### config.mk
export PLATFORM = sky130hd
export DESIGN_NAME = mem_arbiter_flat
export DESIGN_NICKNAME = d
export VERILOG_FILES = /design/src/rtl/mem_arb_pkg.sv /design/src/rtl/mem_arbiter_if.sv /design/src/rtl/rr_pick2.sv /design/src/rtl/mem_arbiter.sv /design/src/flat_wrapper.sv
export SDC_FILE = /design/constraint.sdc
export NUM_CORES = 1
export LEC_CHECK = 0
export BUFFER_PORTS_ARGS = -buffer_cell sky130_fd_sc_hd__buf_2
export CORE_MARGIN = 2
export CORE_UTILIZATION = 45
export CTS_BUF_LIST = sky130_fd_sc_hd__clkbuf_4 sky130_fd_sc_hd__clkbuf_8 sky130_fd_sc_hd__clkbuf_16
export DETAILED_ROUTE_END_ITERATION = 8
export PLACE_DENSITY = 0.75
export RECOVER_POWER = 25
export SKIP_LAST_GASP = 1
export SLEW_MARGIN = 25
export SYNTH_ARGS = -nofsm -noshare
export SYNTH_HDL_FRONTEND = slang
export SYNTH_HIERARCHICAL = 1
export SYNTH_SLANG_ARGS = --single-unit
export TNS_END_PERCENT = 30
### constraint.sdc
create_clock -name clock -period 2.7 [get_ports clock]
set_input_delay 0.135 -clock clock [delete_from_list [all_inputs] [get_ports clock]]
set_output_delay 0.135 -clock clock [all_outputs]
set_load 0.01 [all_outputs]
### src/rtl/mem_arb_pkg.sv
// mem_arb_pkg
// Shared definitions for the two-port memory arbiter: FSM state encoding,
// the populated address map and the address-fault test.
package mem_arb_pkg;

   typedef enum logic [1:0] {
      ST_IDLE   = 2'd0,
      ST_ACCESS = 2'd1,
      ST_DONE   = 2'd2
   } state_t;

   // Populated map: ROM 0000-001F, I/O 0020-003F, RAM 0040-005F.
   localparam logic [15:0] ROM_BASE = 16'h0000;
   localparam logic [15:0] IO_BASE  = 16'h0020;
   localparam logic [15:0] RAM_BASE = 16'h0040;
   localparam logic [15:0] MAP_END  = 16'h005F;

   // Anything above MAP_END faults: either a bit above bit 6 is set, or the
   // address falls in the unpopulated 0060-007F window.
   function automatic logic addr_fault(input logic [15:0] addr);
      return (addr[15:7] != 9'd0) || (addr[6:5] == 2'b11);
   endfunction

endpackage

### src/rtl/mem_arbiter_if.sv
// mem_arbiter_if
// Bundles both requester handshakes and the memory-controller port.
//   slave  : the arbiter (takes requests and mem_rdata, returns acks and
//            drives the mem_* command signals)
//   master : the environment (requesters plus the memory controller)
// Per requester: req, lock, we, addr, wdata in; ack, err, rdata out.
// Memory side: mem_addr, mem_wdata, mem_we out; mem_rdata in. busy out.
interface mem_arbiter_if #(
   parameter int ADDR_W = 16,
   parameter int DATA_W = 32
);
   logic              req0, req1;
   logic              lock0, lock1;
   logic              we0, we1;
   logic [ADDR_W-1:0] addr0, addr1;
   logic [DATA_W-1:0] wdata0, wdata1;
   logic              ack0, ack1;
   logic              err0, err1;
   logic [DATA_W-1:0] rdata0, rdata1;
   logic [ADDR_W-1:0] mem_addr;
   logic [DATA_W-1:0] mem_wdata;
   logic              mem_we;
   logic [DATA_W-1:0] mem_rdata;
   logic              busy;

   modport slave (
      input  req0, req1, lock0, lock1, we0, we1, addr0, addr1, wdata0, wdata1,
      input  mem_rdata,
      output ack0, ack1, err0, err1, rdata0, rdata1,
      output mem_addr, mem_wdata, mem_we, busy
   );

   modport master (
      output req0, req1, lock0, lock1, we0, we1, addr0, addr1, wdata0, wdata1,
      output mem_rdata,
      input  ack0, ack1, err0, err1, rdata0, rdata1,
      input  mem_addr, mem_wdata, mem_we, busy
   );
endinterface

### src/rtl/rr_pick2.sv
// rr_pick2
// Combinational two-way round-robin pick.
//   req0, req1 : requests
//   last       : requester served most recently
//   grant      : at least one request is pending
//   winner     : selected requester (valid when grant is high)
module rr_pick2 (
   input  logic req0,
   input  logic req1,
   input  logic last,
   output logic grant,
   output logic winner
);

   assign grant  = req0 | req1;
   // On a tie the requester that was not served last wins; otherwise the
   // only active requester wins.
   assign winner = (req0 && req1) ? ~last : req1;

endmodule

### src/rtl/mem_arbiter.sv
// mem_arbiter
// Shares the single memory_controller port between two requesters with
// round-robin fairness and an optional lock for back-to-back accesses.
// Each access drives the controller for one ACCESS cycle, registers the read
// data and returns a one-cycle ack (with err for out-of-map addresses).
//   clock   : rising-edge clock
//   reset_n : asynchronous active-low reset
//   bus     : requester handshakes and memory port (mem_arbiter_if.slave)
module mem_arbiter
   import mem_arb_pkg::*;
#(
   parameter int ADDR_W = 16,
   parameter int DATA_W = 32
) (
   input  logic          clock,
   input  logic          reset_n,
   mem_arbiter_if.slave  bus
);

   state_t            state, state_nxt;
   logic              grant, winner;
   logic              owner, last;
   logic              load, load_sel, relock;
   logic [ADDR_W-1:0] addr_q, sel_addr;
   logic [DATA_W-1:0] wdata_q, sel_wdata;
   logic              we_q, sel_we, fault;
   logic              ack0_q, ack1_q, err0_q, err1_q;
   logic [DATA_W-1:0] rdata0_q, rdata1_q;

   rr_pick2 u_pick (
      .req0   (bus.req0),
      .req1   (bus.req1),
      .last   (last),
      .grant  (grant),
      .winner (winner)
   );

   // Fault is judged on the latched address so it is stable for the whole
   // ACCESS cycle and independent of the live request inputs.
   assign fault  = addr_fault(addr_q);
   assign relock = owner ? (bus.lock1 && bus.req1) : (bus.lock0 && bus.req0);

   assign sel_addr  = load_sel ? bus.addr1  : bus.addr0;
   assign sel_wdata = load_sel ? bus.wdata1 : bus.wdata0;
   assign sel_we    = load_sel ? bus.we1    : bus.we0;

   always_comb begin
      state_nxt = state;
      load      = 1'b0;
      load_sel  = owner;
      case (state)
         ST_IDLE: begin
            if (grant) begin
               state_nxt = ST_ACCESS;
               load      = 1'b1;
               load_sel  = winner;
            end
         end
         ST_ACCESS: state_nxt = ST_DONE;
         ST_DONE: begin
            // The owner's next access is already on its port: keep the grant.
            if (relock) begin
               state_nxt = ST_ACCESS;
               load      = 1'b1;
            end else begin
               state_nxt = ST_IDLE;
            end
         end
         default: state_nxt = ST_IDLE;
      endcase
   end

   always_ff @(posedge clock or negedge reset_n) begin
      if (!reset_n) state <= ST_IDLE;
      else          state <= state_nxt;
   end

   always_ff @(posedge clock or negedge reset_n) begin
      if (!reset_n) begin
         addr_q   <= '0;
         wdata_q  <= '0;
         we_q     <= 1'b0;
         owner    <= 1'b0;
         last     <= 1'b1;
         ack0_q   <= 1'b0;
         ack1_q   <= 1'b0;
         err0_q   <= 1'b0;
         err1_q   <= 1'b0;
         rdata0_q <= '0;
         rdata1_q <= '0;
      end else begin
         ack0_q <= 1'b0;
         ack1_q <= 1'b0;
         if (load) begin
            addr_q  <= sel_addr;
            wdata_q <= sel_wdata;
            we_q    <= sel_we;
            owner   <= load_sel;
         end
         // The read is sampled at the edge that ends ACCESS.
         if (state == ST_ACCESS) begin
            last <= owner;
            if (owner) begin
               ack1_q   <= 1'b1;
               err1_q   <= fault;
               rdata1_q <= fault ? '0 : bus.mem_rdata;
            end else begin
               ack0_q   <= 1'b1;
               err0_q   <= fault;
               rdata0_q <= fault ? '0 : bus.mem_rdata;
            end
         end
      end
   end

   // mem_we decodes only registered state, so reset drops it immediately.
   assign bus.mem_we    = (state == ST_ACCESS) && we_q && !fault;
   assign bus.mem_addr  = addr_q;
   assign bus.mem_wdata = wdata_q;
   assign bus.busy      = (state != ST_IDLE);
   assign bus.ack0      = ack0_q;
   assign bus.ack1      = ack1_q;
   assign bus.err0      = err0_q;
   assign bus.err1      = err1_q;
   assign bus.rdata0    = rdata0_q;
   assign bus.rdata1    = rdata1_q;

endmodule
### src/flat_wrapper.sv
// flat-port wrapper written by rule: the top's interface ports become plain ports
module mem_arbiter_flat import mem_arb_pkg::*;
#(
   parameter int ADDR_W = 16,
   parameter int DATA_W = 32
)
  (clock, reset_n, bus_req0, bus_req1, bus_lock0, bus_lock1, bus_we0, bus_we1, bus_addr0, bus_addr1, bus_wdata0, bus_wdata1, bus_mem_rdata, bus_ack0, bus_ack1, bus_err0, bus_err1, bus_rdata0, bus_rdata1, bus_mem_addr, bus_mem_wdata, bus_mem_we, bus_busy);
  mem_arbiter_if #(.ADDR_W(ADDR_W), .DATA_W(DATA_W)) bus_i ();
  input  logic clock;
  input  logic reset_n;
  input wire logic [$bits(bus_i.req0)-1:0] bus_req0;
  input wire logic [$bits(bus_i.req1)-1:0] bus_req1;
  input wire logic [$bits(bus_i.lock0)-1:0] bus_lock0;
  input wire logic [$bits(bus_i.lock1)-1:0] bus_lock1;
  input wire logic [$bits(bus_i.we0)-1:0] bus_we0;
  input wire logic [$bits(bus_i.we1)-1:0] bus_we1;
  input wire logic [$bits(bus_i.addr0)-1:0] bus_addr0;
  input wire logic [$bits(bus_i.addr1)-1:0] bus_addr1;
  input wire logic [$bits(bus_i.wdata0)-1:0] bus_wdata0;
  input wire logic [$bits(bus_i.wdata1)-1:0] bus_wdata1;
  input wire logic [$bits(bus_i.mem_rdata)-1:0] bus_mem_rdata;
  output wire logic [$bits(bus_i.ack0)-1:0] bus_ack0;
  output wire logic [$bits(bus_i.ack1)-1:0] bus_ack1;
  output wire logic [$bits(bus_i.err0)-1:0] bus_err0;
  output wire logic [$bits(bus_i.err1)-1:0] bus_err1;
  output wire logic [$bits(bus_i.rdata0)-1:0] bus_rdata0;
  output wire logic [$bits(bus_i.rdata1)-1:0] bus_rdata1;
  output wire logic [$bits(bus_i.mem_addr)-1:0] bus_mem_addr;
  output wire logic [$bits(bus_i.mem_wdata)-1:0] bus_mem_wdata;
  output wire logic [$bits(bus_i.mem_we)-1:0] bus_mem_we;
  output wire logic [$bits(bus_i.busy)-1:0] bus_busy;
  assign bus_i.req0 = bus_req0;
  assign bus_i.req1 = bus_req1;
  assign bus_i.lock0 = bus_lock0;
  assign bus_i.lock1 = bus_lock1;
  assign bus_i.we0 = bus_we0;
  assign bus_i.we1 = bus_we1;
  assign bus_i.addr0 = bus_addr0;
  assign bus_i.addr1 = bus_addr1;
  assign bus_i.wdata0 = bus_wdata0;
  assign bus_i.wdata1 = bus_wdata1;
  assign bus_i.mem_rdata = bus_mem_rdata;
  assign bus_ack0 = bus_i.ack0;
  assign bus_ack1 = bus_i.ack1;
  assign bus_err0 = bus_i.err0;
  assign bus_err1 = bus_i.err1;
  assign bus_rdata0 = bus_i.rdata0;
  assign bus_rdata1 = bus_i.rdata1;
  assign bus_mem_addr = bus_i.mem_addr;
  assign bus_mem_wdata = bus_i.mem_wdata;
  assign bus_mem_we = bus_i.mem_we;
  assign bus_busy = bus_i.busy;
  mem_arbiter #(.ADDR_W(ADDR_W), .DATA_W(DATA_W)) u_core (.clock(clock), .reset_n(reset_n), .bus(bus_i));
endmodule
==> reports/metrics.csv <==
metric,value,unit
synth_edf_count,0,
r2r_start,u_core/owner,
die_y,122.1,µm
ant_nets,0,
clockBufferDepth,2,
min-delay-path-class,input pin to register,
setup-violations-final,0,
synth_seq_cells,121,
holdCritStartpoint,bus_mem_rdata[6],
fin_worst_hold_slack,27.87,ps
power.total,7.953,mW
yosys-top-cells-area,"dfrtp_1 (48%), nand2_1 (11%), mux2_2 (9.0%)",
ys_seq_area_share,48.30,%
die_area,14900,µm²
vias,6090,
rsz0062_at_grt,no,
drive_gt1_share,35.15,%
endpoint_kind,output pin,
clkPwrFrac,28.2,%
wl,18530,µm
p_leak,3.958,nW
diodes,0,
pwr-share-comb,37.5,%
grt_max_degree,66,
period_share,78.92,%
synth_cell_types,32,
path_class,register to output pin,
area_growth,35.49,%
vias_per_cell,5.296,
status,completed,
drc_errors,0,
avgSynthCellArea,9.036,µm²
firstDrtPassIters,5,
powerDensity,936.0,nW/µm²
placementRows,43,
ys_async_sr_fraction,100.0,%
placed_cells,1088,
finClkSkew,7.000,ps
switching_share,37.97,%
gp_congestion,0.8026,
crit_fanout,65,
power_frac_seq,34.3,%
worstSetupStartpoint,u_core/bus.mem_addr[8],
grt_pass1_vias,6009,
drv_slew,0,
p_sw,3.020,mW
clkLatencyLatePin,410,ps
cp_data_required_time,2570,ps
start_kind,register,
fmax,469.3,MHz
clkTransAtPathRegs,50,ps
crit_path_max_incr_delay,410,ps
cap_violations,0,
cts_buffers,17,
ctsResizeCount,0,
peakVddDrop,0.0004774,V
crit_arrival,2000,ps
yosysMostFrequentCell,nand2_1,
ys_dominant_reg_cell,dfrtp_1,
worst_slew_pin_slew,1067,ps
hold_viol_final,0,
fin_nets,1094,
path_cells,a211oi_1 -> nand3_2 -> buf_4 -> nor2_1 -> buf_2,
slowest_stage,dfrtp_1,
slew_headroom,28.87,%
final_cells,1150,
synth_top_area_share,47.89,%
period_minus_slack,2131,ps
p_int,4.933,mW
cts.sinks,121,
numPortBuffers,253,
cts_tree,yes,
root_buffer,clkbuf_16,
setup_tns,0,ps
track_usage,25.30,%
post_drt_wl_per_cell,16.11,µm
core_area,13720,µm²
synth_top_cell_by_area,dfrtp_1,
grt_pass1_wl,29610,µm
hpwl,12540,µm
drt-initial-drc-count,352,
boundaryPins,254,
overflow,0,
fp.dieW,122.1,µm
yosysWarnings,6,
initial_utilization,45.71,%
cts_max_level,4,
synth_nets,830,
synthCells,694,
antenna_found_initial,0,
syn_area,6271,µm²
ys_top_cells_by_count,"nand2_1 (183), dfrtp_1 (120), o21ai_0 (57)",
==> worst max-delay path: cells and delay by family (launching register included) <==
kind / cells / cell delay [ps]
buf+inv: 2 / 480
flops: 1 / 410
compound gates: 1 / 390
simple gates: 2 / 290
==> routing by layer <==
metal	vias up	share of wire [%]	track usage, %
met1	2904	41	30.97
li1	2917	-	-
met2	241	50	42.91
met4	0	1.9	8.333
met5	-	0	0
met3	28	7.4	7.303
==> flip-flops by register name (all words and copies together) (netlist names) <==
name                  flops
u_core/bus.rdata1        32
u_core/bus.mem_wdata     32
u_core/last               1
u_core/we_q               1
u_core/bus.rdata0        32
u_core/state              2
u_core/bus.err1           1
u_core/bus.ack0           1
u_core/owner              1
u_core/bus.err0           1
u_core/bus.ack1           1
u_core/bus.mem_addr      16
==> cell usage in the layout, fill, tap and decap left out, drive strengths merged, types with 2 or more instances in the layout <==
cell type / netlist / routed
a211oi: 50 / 50
o21ai: 67 / 67
buf: 37 / 248
mux2: 50 / 50
nor2: 51 / 51
clkinvlp: 0 / 3
nand2: 183 / 183
or2: 2 / 2
inv: 4 / 5
clkbuf: 20 / 44
nor2b: 50 / 50
o31ai: 49 / 49
dlygate4sd3: 0 / 31
bufinv: 0 / 2
dfrtp: 120 / 120
clkinv: 0 / 4
==> through the flow <==
step / instance area [µm²] / setup slack, ps / util (%)
6_report: 8497 / 569.1 / 61.93
2_1_floorplan: 6271 / 1165 / -
3_5_place_dp: 7636 / 693.1 / 55.66
3_3_place_gp: 7636 / 830.7 / 55.66
4_1_cts: 8539 / 522.8 / 62.24
5_1_grt: 8497 / 406.3 / 61.93
==> path summary, 6_finish.rpt <==
check | to | slack (ps) | depth (start not counted)
worst max register to register | u_core/bus.mem_addr[3] | 670 | 5
worst min-delay path | u_core/bus.rdata0[6] | 30 | 3
worst max-delay path | bus_mem_we | 570 | 5
min in group asynchronous | u_core/bus.rdata1[4] | 470 | 2
worst min register to register | u_core/bus.rdata1[2] | 470 | 2
max in group asynchronous | u_core/bus.mem_wdata[29] | 890 | 3
==> cell type report <==
class                      instances  area (µm²)
fill                            1197        5223
sequential                       121        3030
multi-input combinational        512        2954
timing repair buffer             302        1679
clock buffer                      21       474.2
tap                              180       225.2
clock inverter                    10       118.9
inverter                           4       15.01
==> what timing repair did <==
item,4_1_cts,5_1_grt
endpoints found under the setup margin,0,0
buffers inserted,0,0
hold buffers,31,0
hold endpoints to repair,91,0
==> cells by family (layout without fill, tap and decap cells) <==
family | after synthesis | in the layout | share of synthesized area (%)
simple gates | 294 | 294 | 20.35
mux | 50 | 50 | 8.978
buf+inv | 61 | 337 | 4.848
flops | 121 | 121 | 48.30
compound gates | 168 | 168 | 17.52
==> power groups by stage <==
| stage | Clock [mW] | Sequential, mW | Combinational, mW |
|---|---|---|---|
| floorplan | 0 | 2.85 | 1.80 |
| global placement | 0 | 2.74 | 2.90 |
| detailed placement | 0 | 2.74 | 3.00 |
| CTS | 2.29 | 2.73 | 3.03 |
| global route | 2.37 | 2.80 | 3.33 |
| finish | 2.25 | 2.72 | 2.98 |
Power figures use the tool's default switching activity.
